### config.mk
export PLATFORM = sky130hd
export DESIGN_NAME = enemy_tank_ai
export DESIGN_NICKNAME = d
export VERILOG_FILES = /design/src/rtl/enemy_tank_ai.sv
export SDC_FILE = /design/constraint.sdc
export NUM_CORES = 1
export LEC_CHECK = 0
export BUFFER_PORTS_ARGS = -buffer_cell sky130_fd_sc_hd__buf_2
export CAP_MARGIN = 20
export CORE_MARGIN = 4
export CORE_UTILIZATION = 49
export CTS_CLUSTER_DIAMETER = 80
export DETAILED_ROUTE_END_ITERATION = 6
export GPL_TIMING_DRIVEN = 0
export PLACE_DENSITY = 0.68
export REMOVE_ABC_BUFFERS = 1
export SYNTH_ARGS = -nofsm -noshare
export SYNTH_HDL_FRONTEND = slang
export SYNTH_SLANG_ARGS = --single-unit
### constraint.sdc
create_clock -name frame_clk -period 6.2 [get_ports frame_clk]
set_clock_uncertainty 0.05 [all_clocks]
set_input_delay 0 -clock frame_clk [delete_from_list [all_inputs] [get_ports frame_clk]]
set_output_delay 0 -clock frame_clk [all_outputs]
set_load 0.005 [all_outputs]
### src/rtl/enemy_tank_ai.sv
// Autonomous driver for one enemy tank: spawn delay, pseudo-random patrol with
// occasional chase toward a target, pause-and-turn after collisions, cooldown-limited fire.
module enemy_tank_ai #(
   parameter int          SPAWN_DELAY   = 60,
   parameter int          MOVE_MIN      = 16,
   parameter int          TURN_PAUSE    = 8,
   parameter int          FIRE_COOLDOWN = 45,
   parameter int          ALIGN_TOL     = 8,
   parameter logic [15:0] LFSR_SEED     = 16'hACE1
) (
   input  logic       frame_clk,
   input  logic       Reset_n,
   input  logic       enable,
   input  logic       blocked,
   input  logic [9:0] TankX,
   input  logic [9:0] TankY,
   input  logic [9:0] target_x,
   input  logic [9:0] target_y,
   input  logic       bullet_active,
   output logic       move_up,
   output logic       move_down,
   output logic       move_left,
   output logic       move_right,
   output logic       fire,
   output logic [1:0] ai_state
);

   localparam logic [15:0] SEED      = (LFSR_SEED == 16'h0000) ? 16'h0001 : LFSR_SEED;
   localparam logic [15:0] LFSR_MASK = 16'hB400;

   typedef enum logic [1:0] {ST_SPAWN = 2'b00, ST_PATROL = 2'b01, ST_PAUSE = 2'b10} state_t;
   typedef enum logic [1:0] {DIR_UP = 2'd0, DIR_DOWN = 2'd1, DIR_LEFT = 2'd2, DIR_RIGHT = 2'd3} dir_t;

   state_t      state, state_n;
   dir_t        cur_dir, cur_dir_n, last_dir, last_dir_n;
   dir_t        pick, pick_rot;
   logic [7:0]  spawn_cnt, spawn_cnt_n;
   logic [7:0]  seg_cnt, seg_cnt_n;
   logic [7:0]  pause_cnt, pause_cnt_n;
   logic [7:0]  cooldown, cooldown_n;
   logic [7:0]  seg_load;
   logic [15:0] lfsr, lfsr_n;
   logic [3:0]  moves, moves_n;
   logic        fire_q, fire_n;
   logic signed [10:0] dx, dy;
   logic [10:0] adx, ady;
   logic        aligned;

   // Move vector is ordered {up, down, left, right}
   function automatic logic [3:0] dir_moves(input dir_t d);
      case (d)
         DIR_UP:   dir_moves = 4'b1000;
         DIR_DOWN: dir_moves = 4'b0100;
         DIR_LEFT: dir_moves = 4'b0010;
         default:  dir_moves = 4'b0001;
      endcase
   endfunction

   function automatic dir_t rotate(input dir_t d);
      case (d)
         DIR_UP:   rotate = DIR_LEFT;
         DIR_LEFT: rotate = DIR_DOWN;
         DIR_DOWN: rotate = DIR_RIGHT;
         default:  rotate = DIR_UP;
      endcase
   endfunction

   // Offsets are widened by one bit so the full 10-bit range never wraps
   assign dx       = $signed({1'b0, target_x}) - $signed({1'b0, TankX});
   assign dy       = $signed({1'b0, target_y}) - $signed({1'b0, TankY});
   assign adx      = dx[10] ? 11'(-dx) : 11'(dx);
   assign ady      = dy[10] ? 11'(-dy) : 11'(dy);
   assign aligned  = (adx < 11'(ALIGN_TOL)) || (ady < 11'(ALIGN_TOL));
   assign seg_load = 8'(MOVE_MIN) + {2'b00, lfsr[9:4]};

   always_comb begin
      pick = dir_t'(lfsr[1:0]);
      if ((lfsr[3:2] == 2'b00) && ((dx != 11'sd0) || (dy != 11'sd0))) begin
         if (ady >= adx) pick = dy[10] ? DIR_UP : DIR_DOWN;
         else            pick = dx[10] ? DIR_LEFT : DIR_RIGHT;
      end
      pick_rot = (pick == last_dir) ? rotate(pick) : pick;
   end

   always_comb begin
      state_n     = state;
      cur_dir_n   = cur_dir;
      last_dir_n  = last_dir;
      spawn_cnt_n = spawn_cnt;
      seg_cnt_n   = seg_cnt;
      pause_cnt_n = pause_cnt;
      cooldown_n  = cooldown;
      moves_n     = moves;
      fire_n      = 1'b0;
      lfsr_n      = {1'b0, lfsr[15:1]} ^ (lfsr[0] ? LFSR_MASK : 16'h0000);

      if (!enable) begin
         state_n     = ST_SPAWN;
         spawn_cnt_n = 8'(SPAWN_DELAY);
         moves_n     = 4'b0000;
      end else begin
         case (state)
            ST_SPAWN: begin
               moves_n = 4'b0000;
               if (spawn_cnt == 8'd0) begin
                  state_n   = ST_PATROL;
                  cur_dir_n = pick;
                  moves_n   = dir_moves(pick);
                  seg_cnt_n = seg_load;
               end else begin
                  spawn_cnt_n = spawn_cnt - 8'd1;
               end
            end
            ST_PATROL: begin
               if (blocked) begin
                  state_n     = ST_PAUSE;
                  moves_n     = 4'b0000;
                  pause_cnt_n = 8'(TURN_PAUSE - 1);
                  last_dir_n  = cur_dir;
               end else if (seg_cnt == 8'd0) begin
                  cur_dir_n = pick;
                  moves_n   = dir_moves(pick);
                  seg_cnt_n = seg_load;
               end else begin
                  seg_cnt_n = seg_cnt - 8'd1;
               end
            end
            ST_PAUSE: begin
               moves_n = 4'b0000;
               if (pause_cnt == 8'd0) begin
                  state_n   = ST_PATROL;
                  cur_dir_n = pick_rot;
                  moves_n   = dir_moves(pick_rot);
                  seg_cnt_n = seg_load;
               end else begin
                  pause_cnt_n = pause_cnt - 8'd1;
               end
            end
            default: begin
               state_n = ST_SPAWN;
               moves_n = 4'b0000;
            end
         endcase

         // Cooldown only runs while the tank is live on the field
         if ((state == ST_PATROL) || (state == ST_PAUSE)) begin
            cooldown_n = (cooldown == 8'd0) ? 8'd0 : cooldown - 8'd1;
            if ((cooldown == 8'd0) && !bullet_active && !fire_q &&
                (aligned || (lfsr[15:12] == 4'h0))) begin
               fire_n     = 1'b1;
               cooldown_n = 8'(FIRE_COOLDOWN);
            end
         end
      end
   end

   always_ff @(posedge frame_clk or negedge Reset_n) begin
      if (!Reset_n) begin
         state     <= ST_SPAWN;
         cur_dir   <= DIR_UP;
         last_dir  <= DIR_UP;
         spawn_cnt <= 8'(SPAWN_DELAY);
         seg_cnt   <= 8'd0;
         pause_cnt <= 8'd0;
         cooldown  <= 8'd0;
         moves     <= 4'b0000;
         fire_q    <= 1'b0;
         lfsr      <= SEED;
      end else begin
         state     <= state_n;
         cur_dir   <= cur_dir_n;
         last_dir  <= last_dir_n;
         spawn_cnt <= spawn_cnt_n;
         seg_cnt   <= seg_cnt_n;
         pause_cnt <= pause_cnt_n;
         cooldown  <= cooldown_n;
         moves     <= moves_n;
         fire_q    <= fire_n;
         lfsr      <= lfsr_n;
      end
   end

   assign {move_up, move_down, move_left, move_right} = moves;
   assign fire     = fire_q;
   assign ai_state = state;

endmodule
# Word level (Yosys, flattened, before mapping)
# Index checks and enable logic that the tools add are counted.
# word_totals
regBits	59
input_bits	45
output_inout_bits	7
wordCells	115
# op_classes
bitwise_logic	1
mux	43
add_sub_neg	9
reduce_logical	30
n_eq_ne	19
magnitude_cmp	3
# op_table
cell	count
two-way mux 8 bit	11
case mux 4 bit (3 select lines)	3
zero test 8 bit	4
subtractor 8 x 1 -> 8 bit, second input constant	4
case mux 8 bit (3 select lines)	1
< comparator 11 x 4 -> 1 bit, second input constant	2
two-way mux 11 bit	2
two-way mux 2 bit	11
negation 11 bit	2
nonzero test 11 bit	2
subtractor 10 x 10 -> 11 bit	2
two-way mux 4 bit	5
case mux 2 bit (3 select lines)	3
two-way mux 16 bit	1
case mux 8 bit (2 select lines)	1
XOR 15 x 16 -> 16 bit	1
!= test 2 bit, second input constant	7
>= comparator 11 bit	1
!= test 3 bit, second input constant	3
zero test 2 bit	4
adder 5 x 6 -> 7 bit, first input constant	1
equality test 2 x 1 -> 1 bit, second input constant	3
equality test 2 bit, second input constant	3
AND reduction 3 bit	2
14 further kinds	26

# Longest topological paths before layout
# Gate-level depths: netlist of run 1.
# depth
depth_word	14
ltp_mapped	25
depth_no_buf	25

# Worst setup path before layout of run 1
# OpenSTA, ideal clock, no wires.
# synth_timing
kind	input port to flip-flop
startpoint	in target_x[0]
endpoint	reg moves[2]
required_ns	6.040
t_arrival_ns	4.596
setup_time_ns	0.110
stages	24
slack_ns	1.444
path_buffers	0
cell_sequence	inv_1 > ha_1 > fa_1 > and2b_1 > o22ai_1 > xnor2_1 > nor3_1 > and2_1 > nor2_1 > xnor2_1 > inv_1 > ha_1 > nor2_1 > nand2_1 > a21oi_1 > o21ai_0 > a221oi_1 > mux2i_1 > mux2i_1 > inv_1 > ha_1 > nor4_1 > a222oi_1 > o41ai_1
# synth_between
elab_chain_cells	14
word_cells_on_any_way	27
cone_classes	2 x add/sub; 1 x order compare; 5 x eq/ne; 14 x mux; 5 x reduce/logical
# synth_rtl
element	line_no	source
start: declaration	17	input logic [9:0] target_x,
subtractor 10 x 10 -> 11 bit *	69	assign dx = $signed({1'b0, target_x}) - $signed({1'b0, TankX});
negation 11 bit	71	assign adx = dx[10] ? 11'(-dx) : 11'(dx);
two-way mux 11 bit	71	
>= comparator 11 bit	79	if (ady >= adx) pick = dy[10] ? DIR_UP : DIR_DOWN;
two-way mux 2 bit	79	
two-way mux 2 bit *	78	if ((lfsr[3:2] == 2'b00) && ((dx != 11'sd0) || (dy != 11'sd0))) begin
equality test 2 x 1 -> 1 bit, or another cell as far along	51, 60	
case mux 2 bit (3 select lines)	60	case (d)
two-way mux 2 bit	82	pick_rot = (pick == last_dir) ? rotate(pick) : pick;
equality test 2 bit, or another cell as far along	51	case (d)
case mux 4 bit (3 select lines)	51	
two-way mux 4 bit	130	if (pause_cnt == 8'd0) begin
case mux 4 bit (3 select lines) *	102	case (state)
two-way mux 4 bit *	97	if (!enable) begin
end signal: assignment	177	moves <= moves_n;
end: declaration	43	logic [3:0] moves, moves_n;
# Mark *: on every way between the ends. The rest lies on a longest branch, timed or not. The select of a mux whose other input is x is not followed.
# A chain may end at the register's enable or synchronous reset.

# Worst setup path in the final report of run 1
# layout_timing
startpoint	in TankX[0]
endpoint	reg moves[2]
# layout_between
elab_chain_cells	14
word_cells_on_any_way	27
cone_classes	2 x add/sub; 1 x order compare; 5 x eq/ne; 14 x mux; 5 x reduce/logical
# layout_rtl
element	line_no	source
start: declaration	15	input logic [9:0] TankX,
subtractor 10 x 10 -> 11 bit *	69	
negation 11 bit	71	
two-way mux 11 bit	71	
>= comparator 11 bit	79	
two-way mux 2 bit	79	
two-way mux 2 bit *	78	
equality test 2 x 1 -> 1 bit, or another cell as far along	51, 60	
case mux 2 bit (3 select lines)	60	
two-way mux 2 bit	82	
equality test 2 bit, or another cell as far along	51	
case mux 4 bit (3 select lines)	51	
two-way mux 4 bit	130	
case mux 4 bit (3 select lines) *	102	
two-way mux 4 bit *	97	
# Marks and branches as above.

==> metrics.cfg, run 1 <==
[timing]
setup_viol = 0
fin_ws_ns = 0.7642
rsz0062_at_grt = no
fin_crit_sh_pct = 87.67
setup_tns_ns = 0
slew_headroom_pct = 43.15
fin_crit_ns = 5.436
worstMarginPinSlew_ns = 0.8394
timing_hold_violations_final = 0
fmax_mhz = 184.0
slew_viol_final = 0

[grt]
grt_pass1_wl_um = 18360
grt_util_met2_pct = 30.94
grt_start_max_net_pins = 33
busiest_layer = met2
antenna_found_initial = 0
grt_remaining_overflow = 0
track_usage_pct = 18.44
grtUsageMet3_pct = 3.960
grt_pass1_vias = 4200
grt_use_met1_pct = 24.54

[critical_path]
crit_fanout = 7
crit_type = in2reg
r2r_start = seg_cnt[2]
reg2regPathDepth = 9
startpoint = TankX[0]
critical_path_required_ns = 6.37
crit_arrival_ns = 5.61
worst_setup_path_end_kind = flip-flop
r2r-end = moves[1]
cp-start-kind = input port
reg2reg_setup_slack_ns = 3.30

[pwr]
p_total_mw = 1.186
p_per_area_nw_per_um2 = 207.6
ir_drop_uv = 94.32
leakage_nw = 2.664

[yosys]
ys_dominant_reg_cell = dfrtp_1
ys_seq_area_share_pct = 29.05
yosys_warnings = 0
synth_edf_count = 0
synth-async-reset-ratio_pct = 100.0
ys_seq_elements = 59
synthCells = 609
synth_cell_types = 76
avgSynthCellArea_um2 = 8.430
synth_area_um2 = 5134

[routing]
vias = 4453
drtIter0Drc = 334
wl_per_cell_um = 13.23
drc = 0
firstDrtPassIters = 4
antenna_left = 0
wl_um = 10540
viasPerCell = 5.587

[flow_run]
drv_cap = 0

[final_layout]
final_common_cell = nand2_1
antenna_cells = 0
nets = 750
areaGrowthSynthToFinish_pct = 11.28
layout_common_cells = nand2_1, nor2_1, buf_2
fin_cells = 797
final_layout_size_suffix_gt1_share_pct = 15.43
final_util_pct = 55.59

[cts]
clockRootBuffer = clkbuf_8
cts_tree = done
cts.sinks = 59
numCtsBuffers = 9
insertion_delay_ns = 0.34
cts.path.max_buffers = 2
cts.clk_slew.worst_paths_ns = 0.07
postCtsSetupBuffers = 0
htree_levels = 3

[floorplanning]
start_util_pct = 49.95
dieArea_um2 = 12180
die_h_um = 110.4
die_w_um = 110.4
num_rows = 37
io_pins = 52
core_um2 = 10280

[placement]
dp_slack_ns = 0.2028
place_congestion = 0.8307
port_buffers = 51
dpl.cell_count = 778
dp_hpwl_um = 8101

[min_path]
worstHoldStart = blocked
whs_path_depth = 3
hold_path.class = in2reg
hold-path-endpoint = pause_cnt[2]

[outcome]
status = finished clean

[Yosys cell counts, types with 3 or more instances]
cell type / n / area [um^2]
inv_1: 46 / 172.7
nor4_1: 8 / 50.05
nand4_1: 8 / 50.05
nand3_1: 15 / 75.07
o2111ai_1: 5 / 43.79
nand2_1: 54 / 202.7
o31ai_1: 6 / 45.04
or3_1: 7 / 43.79
buf_2: 5 / 25.02
nor2_1: 53 / 198.9
mux2_2: 5 / 56.30
nor3_1: 23 / 115.1
nand2b_1: 8 / 50.05
dfrtp_1: 47 / 1176
o21a_1: 4 / 30.03
o31a_1: 3 / 26.28
a211oi_1: 9 / 67.56
mux2i_1: 3 / 30.03
a21o_1: 8 / 60.06
xor2_1: 15 / 131.4
a22oi_1: 3 / 22.52
clkbuf_1: 12 / 45.04
o21ai_1: 3 / 15.01
ha_1: 47 / 588.1
o211ai_1: 3 / 22.52
a31oi_1: 4 / 25.02
and2_1: 12 / 75.07
a21oi_1: 36 / 180.2
and3_1: 6 / 37.54
xnor2_1: 29 / 254.0
o211a_1: 5 / 50.05
or4_1: 3 / 22.52
o22ai_1: 5 / 31.28
dfstp_2: 12 / 315.3
o21ai_0: 36 / 180.2
nor2b_1: 9 / 56.30
[area by class of cell]
cell class | instances | area [um^2]
multi-input combinational | 484 | 3386
sequential | 59 | 1491
clock buffer | 14 | 172.7
fill | 954 | 4564
timing repair buffer | 55 | 305.3
clock inverter | 2 | 10.01
tap | 136 | 170.2
inverter | 47 | 177.7
[routing by layer]
| metal | vias up | share of wire, % |
|---|---|---|
| met2 | 89 | 46 |
| met4 | 0 | 1.4 |
| met3 | 16 | 4.4 |
| met5 | - | 0 |
| met1 | 2064 | 48 |
| li1 | 2284 | - |
[metrics by stage]
step           cell area, um^2  hold slack (ns)
2_1_floorplan             5047          -0.3456
3_3_place_gp              5473           0.2813
3_5_place_dp              5493          0.01537
4_1_cts                   5705           0.1048
5_1_grt                   5713           0.1255
6_report                  5713           0.1045
[power breakdown]
group	switching, mW	leakage [nW]	internal, mW
registers	0.00312	0.774	0.390
clock network	0.141	0.0965	0.177
logic	0.285	1.79	0.190
[kinds of logic (layout without fill, tap and decap cells)]
kind of cell | count (synthesis) | in the layout | synth area share [%]
AOI/OAI and AO/OA | 159 | 159 | 22.35
xor gates and xnor gates | 44 | 44 | 7.507
adders and majority gates | 49 | 49 | 12.23
buffers and inverters | 66 | 118 | 5.142
DFF | 59 | 59 | 29.05
muxes | 9 | 9 | 1.950
and+or+nand+nor | 223 | 223 | 21.76
[worst max-delay path: stages]
cell,delay (ns)
buf_2,0.10
ha_1,0.22
fa_1,0.39
and2b_1,0.28
o22ai_1,0.11
xnor2_1,0.26
nor3_1,0.52
and2_1,0.23
nor2_1,0.05
xnor2_1,0.33
inv_1,0.08
ha_1,0.19
nor2_1,0.13
nand2_1,0.07
a21oi_1,0.10
o21ai_0,0.11
a221oi_1,0.47
mux2i_1,0.15
mux2i_1,0.49
inv_1,0.19
ha_1,0.42
nor4_1,0.45
a222oi_1,0.17
o41ai_1,0.10
[how the worst max path moves through the flow]
| stage | end | depth (start not counted) | slack (ns) |
|---|---|---|---|
| 2_1_floorplan | moves[2] | 23 | 1.34 |
| 3_3_place_gp | moves[2] | 23 | 0.38 |
| 3_5_place_dp | moves[2] | 23 | 0.20 |
| 4_1_cts | moves[2] | 23 | 0.51 |
| 5_1_grt | moves[2] | 24 | 0.25 |
| 6_report | moves[2] | 24 | 0.76 |
[flip-flops by register name, summed over array words and instances, names as in the netlist]
name	cells
last_dir	2
lfsr	16
ai_state	2
seg_cnt	8
fire	1
cur_dir	2
pause_cnt	8
cooldown	8
spawn_cnt	8
moves	4
[repair_timing]
| item | 4_1_cts | 5_1_grt |
|---|---|---|
| setup endpoints to repair | 0 | 1 |
| hold endpoints to repair | 30 | 0 |
| hold buffers | 3 | 0 |
| gates resized for setup | 0 | 1 |
Note: power is estimated with default switching activity, not from simulation.
==> inputs of run 2 (changes only) <==
--- a/config.mk
+++ b/config.mk
@@ -8,11 +8,10 @@
 export BUFFER_PORTS_ARGS = -buffer_cell sky130_fd_sc_hd__buf_2
 export CAP_MARGIN = 20
 export CORE_MARGIN = 4
-export CORE_UTILIZATION = 49
+export CORE_UTILIZATION = 40
 export CTS_CLUSTER_DIAMETER = 80
 export DETAILED_ROUTE_END_ITERATION = 6
 export GPL_TIMING_DRIVEN = 0
-export PLACE_DENSITY = 0.68
 export REMOVE_ABC_BUFFERS = 1
 export SYNTH_ARGS = -nofsm -noshare
 export SYNTH_HDL_FRONTEND = slang
==> run 2 against run 1 <==
  * Clock power up 52%
  * Maximum frequency down 1.3%
  * Cell count up 4.5%
  * Sequential share of layout area down 0.70 points
  * Clock-buffer cell count down 4
  * Global-route usage down 3.0 points
  * Worst hold slack better by 0.036 ns
  * Setup slack worse by 0.069 ns
  * Final area up 2.7%
  * Critical path type unchanged
==> metrics.cfg, run 2 (synthesis gave the netlist of run 1 again) <==
[routing]
drc = 0
antenna_left = 0
firstDrtPassIters = 5
wl_um = 11110
vias = 4433
viasPerCell = 5.322
wl_per_cell_um = 13.34
drtIter0Drc = 219

[floorplanning]
start_util_pct = 40.85
io_pins = 52
num_rows = 41
core_um2 = 12570
die_w_um = 121.3
die_h_um = 121.3
dieArea_um2 = 14710

[timing]
setup_viol = 0
fin_crit_ns = 5.505
rsz0062_at_grt = no
slew_viol_final = 0
timing_hold_violations_final = 0
fin_crit_sh_pct = 88.79
fin_ws_ns = 0.6950
setup_tns_ns = 0
slew_headroom_pct = 42.43
worstMarginPinSlew_ns = 0.8501
fmax_mhz = 181.7

[critical_path]
cp-start-kind = input port
critical_path_required_ns = 6.36
crit_arrival_ns = 5.67
crit_type = in2reg
worst_setup_path_end_kind = flip-flop
crit_fanout = 7

[flow_run]
drv_cap = 0

[cts]
clockRootBuffer = clkbuf_16
cts_tree = done
postCtsSetupBuffers = 0
numCtsBuffers = 9
cts.path.max_buffers = 2
cts.clk_slew.worst_paths_ns = 0.05
cts.sinks = 59
htree_levels = 3
insertion_delay_ns = 0.32

[grt]
grt_remaining_overflow = 0
antenna_found_initial = 0
grt_pass1_wl_um = 19380
grt_use_met1_pct = 20.62
grt_start_max_net_pins = 33
busiest_layer = met2
grtUsageMet3_pct = 2.471
track_usage_pct = 15.42
grt_util_met2_pct = 26.25
grt_pass1_vias = 4428

[final_layout]
nets = 750
layout_common_cells = nand2_1, nor2_1, buf_2
areaGrowthSynthToFinish_pct = 14.33
largest_reg_flops = 16
fillers = 1193
final_common_cell = nand2_1
final_layout_size_suffix_gt1_share_pct = 15.73
max_flop_register = lfsr
antenna_cells = 0

[outcome]
status = finished clean

[pwr]
ir_drop_uv = 152.3
p_per_area_nw_per_um2 = 230.6
leakage_nw = 2.719

[min_path]
hold_path.class = in2reg

[placement]
dp_slack_ns = 0.1765
dp_hpwl_um = 8484
port_buffers = 51
place_congestion = 0.8233

run 2: cell types whose count changed in the layout (fill, tap and decap cells not counted), sizes merged:
cell | before | now
clkbuf | 14 | 10
bufinv | 0 | 1
clkinv | 3 | 6
run 2: metal layers:
layer / up-vias / wire (um) / share of wire, %
met1: 2072 / 5452 / 49
li1: 2283 / - / -
met4: 0 / 69 / 0.62
met5: - / 0 / 0
met2: 71 / 5240 / 47
met3: 7 / 347 / 3.1
run 2: path summary, 6_finish.rpt:
path                                 start            to  slack, ns  depth (start not counted)
worst max-delay path              TankX[0]      moves[2]       0.70                         24
worst min-delay path               blocked  pause_cnt[2]       0.14                          3
max in group asynchronous          Reset_n      lfsr[10]       5.23                          3
worst min register to register     lfsr[7]       lfsr[6]       0.32                          0
min in group asynchronous          Reset_n   cooldown[4]       0.20                          2
worst max register to register  seg_cnt[2]      moves[3]       3.33                          9
run 2: per-stage QoR:
stage          hold slack [ns]  util (%)  cells  total power [mW]  area (um^2)
4_1_cts                 0.1283     46.64    833             1.366         5862
6_report                0.1402     46.70    833             1.354         5869
3_5_place_dp           0.02757     44.06    814            0.8713         5538
5_1_grt                 0.1622     46.70    833             1.453         5869
3_3_place_gp            0.2844     43.90    813            0.8574         5518
2_1_floorplan          -0.3456         -    590            0.7660         5047
run 2: critical path: stages:
cell and delay (ns):
buf_2 0.10, ha_1 0.22, fa_1 0.41, and2b_1 0.28, o22ai_1 0.11, xnor2_1 0.27
nor3_1 0.56, and2_1 0.24, nor2_1 0.06, xnor2_1 0.33, inv_1 0.08, ha_1 0.19
nor2_1 0.13, nand2_1 0.07, a21oi_1 0.09, o21ai_0 0.10, a221oi_1 0.46, mux2i_1 0.15
mux2i_1 0.52, inv_1 0.22, ha_1 0.42, nor4_1 0.42, a222oi_1 0.15, o41ai_1 0.09
run 2: what timing repair did:
| action | 4_1_cts | 5_1_grt |
|---|---|---|
| hold buffers | 3 | 0 |
| endpoints found under the hold margin | 29 | 0 |
| resized for setup | 0 | 1 |
| setup endpoints to repair | 0 | 2 |
run 2: cell type report:
cell class                      instances  area, um^2  share of cell area (%)
Sequential cell                        59        1491                   25.41
Inverter                               47       177.7                   3.027
Tap cell                              172       215.2                   3.667
Multi-Input combinational cell        484        3386                   57.68
Clock inverter                          6       55.05                  0.9380
Timing Repair Buffer                   55       305.3                   5.201
Clock buffer                           10       239.0                   4.072
run 2: where the power goes:
part	leakage (nW)	internal [mW]	switching (mW)	total, mW
combinational	1.79	0.190	0.287	0.477
sequential	0.774	0.390	0.00293	0.393
clock	0.152	0.318	0.165	0.483
total	2.72	0.898	0.456	1.35
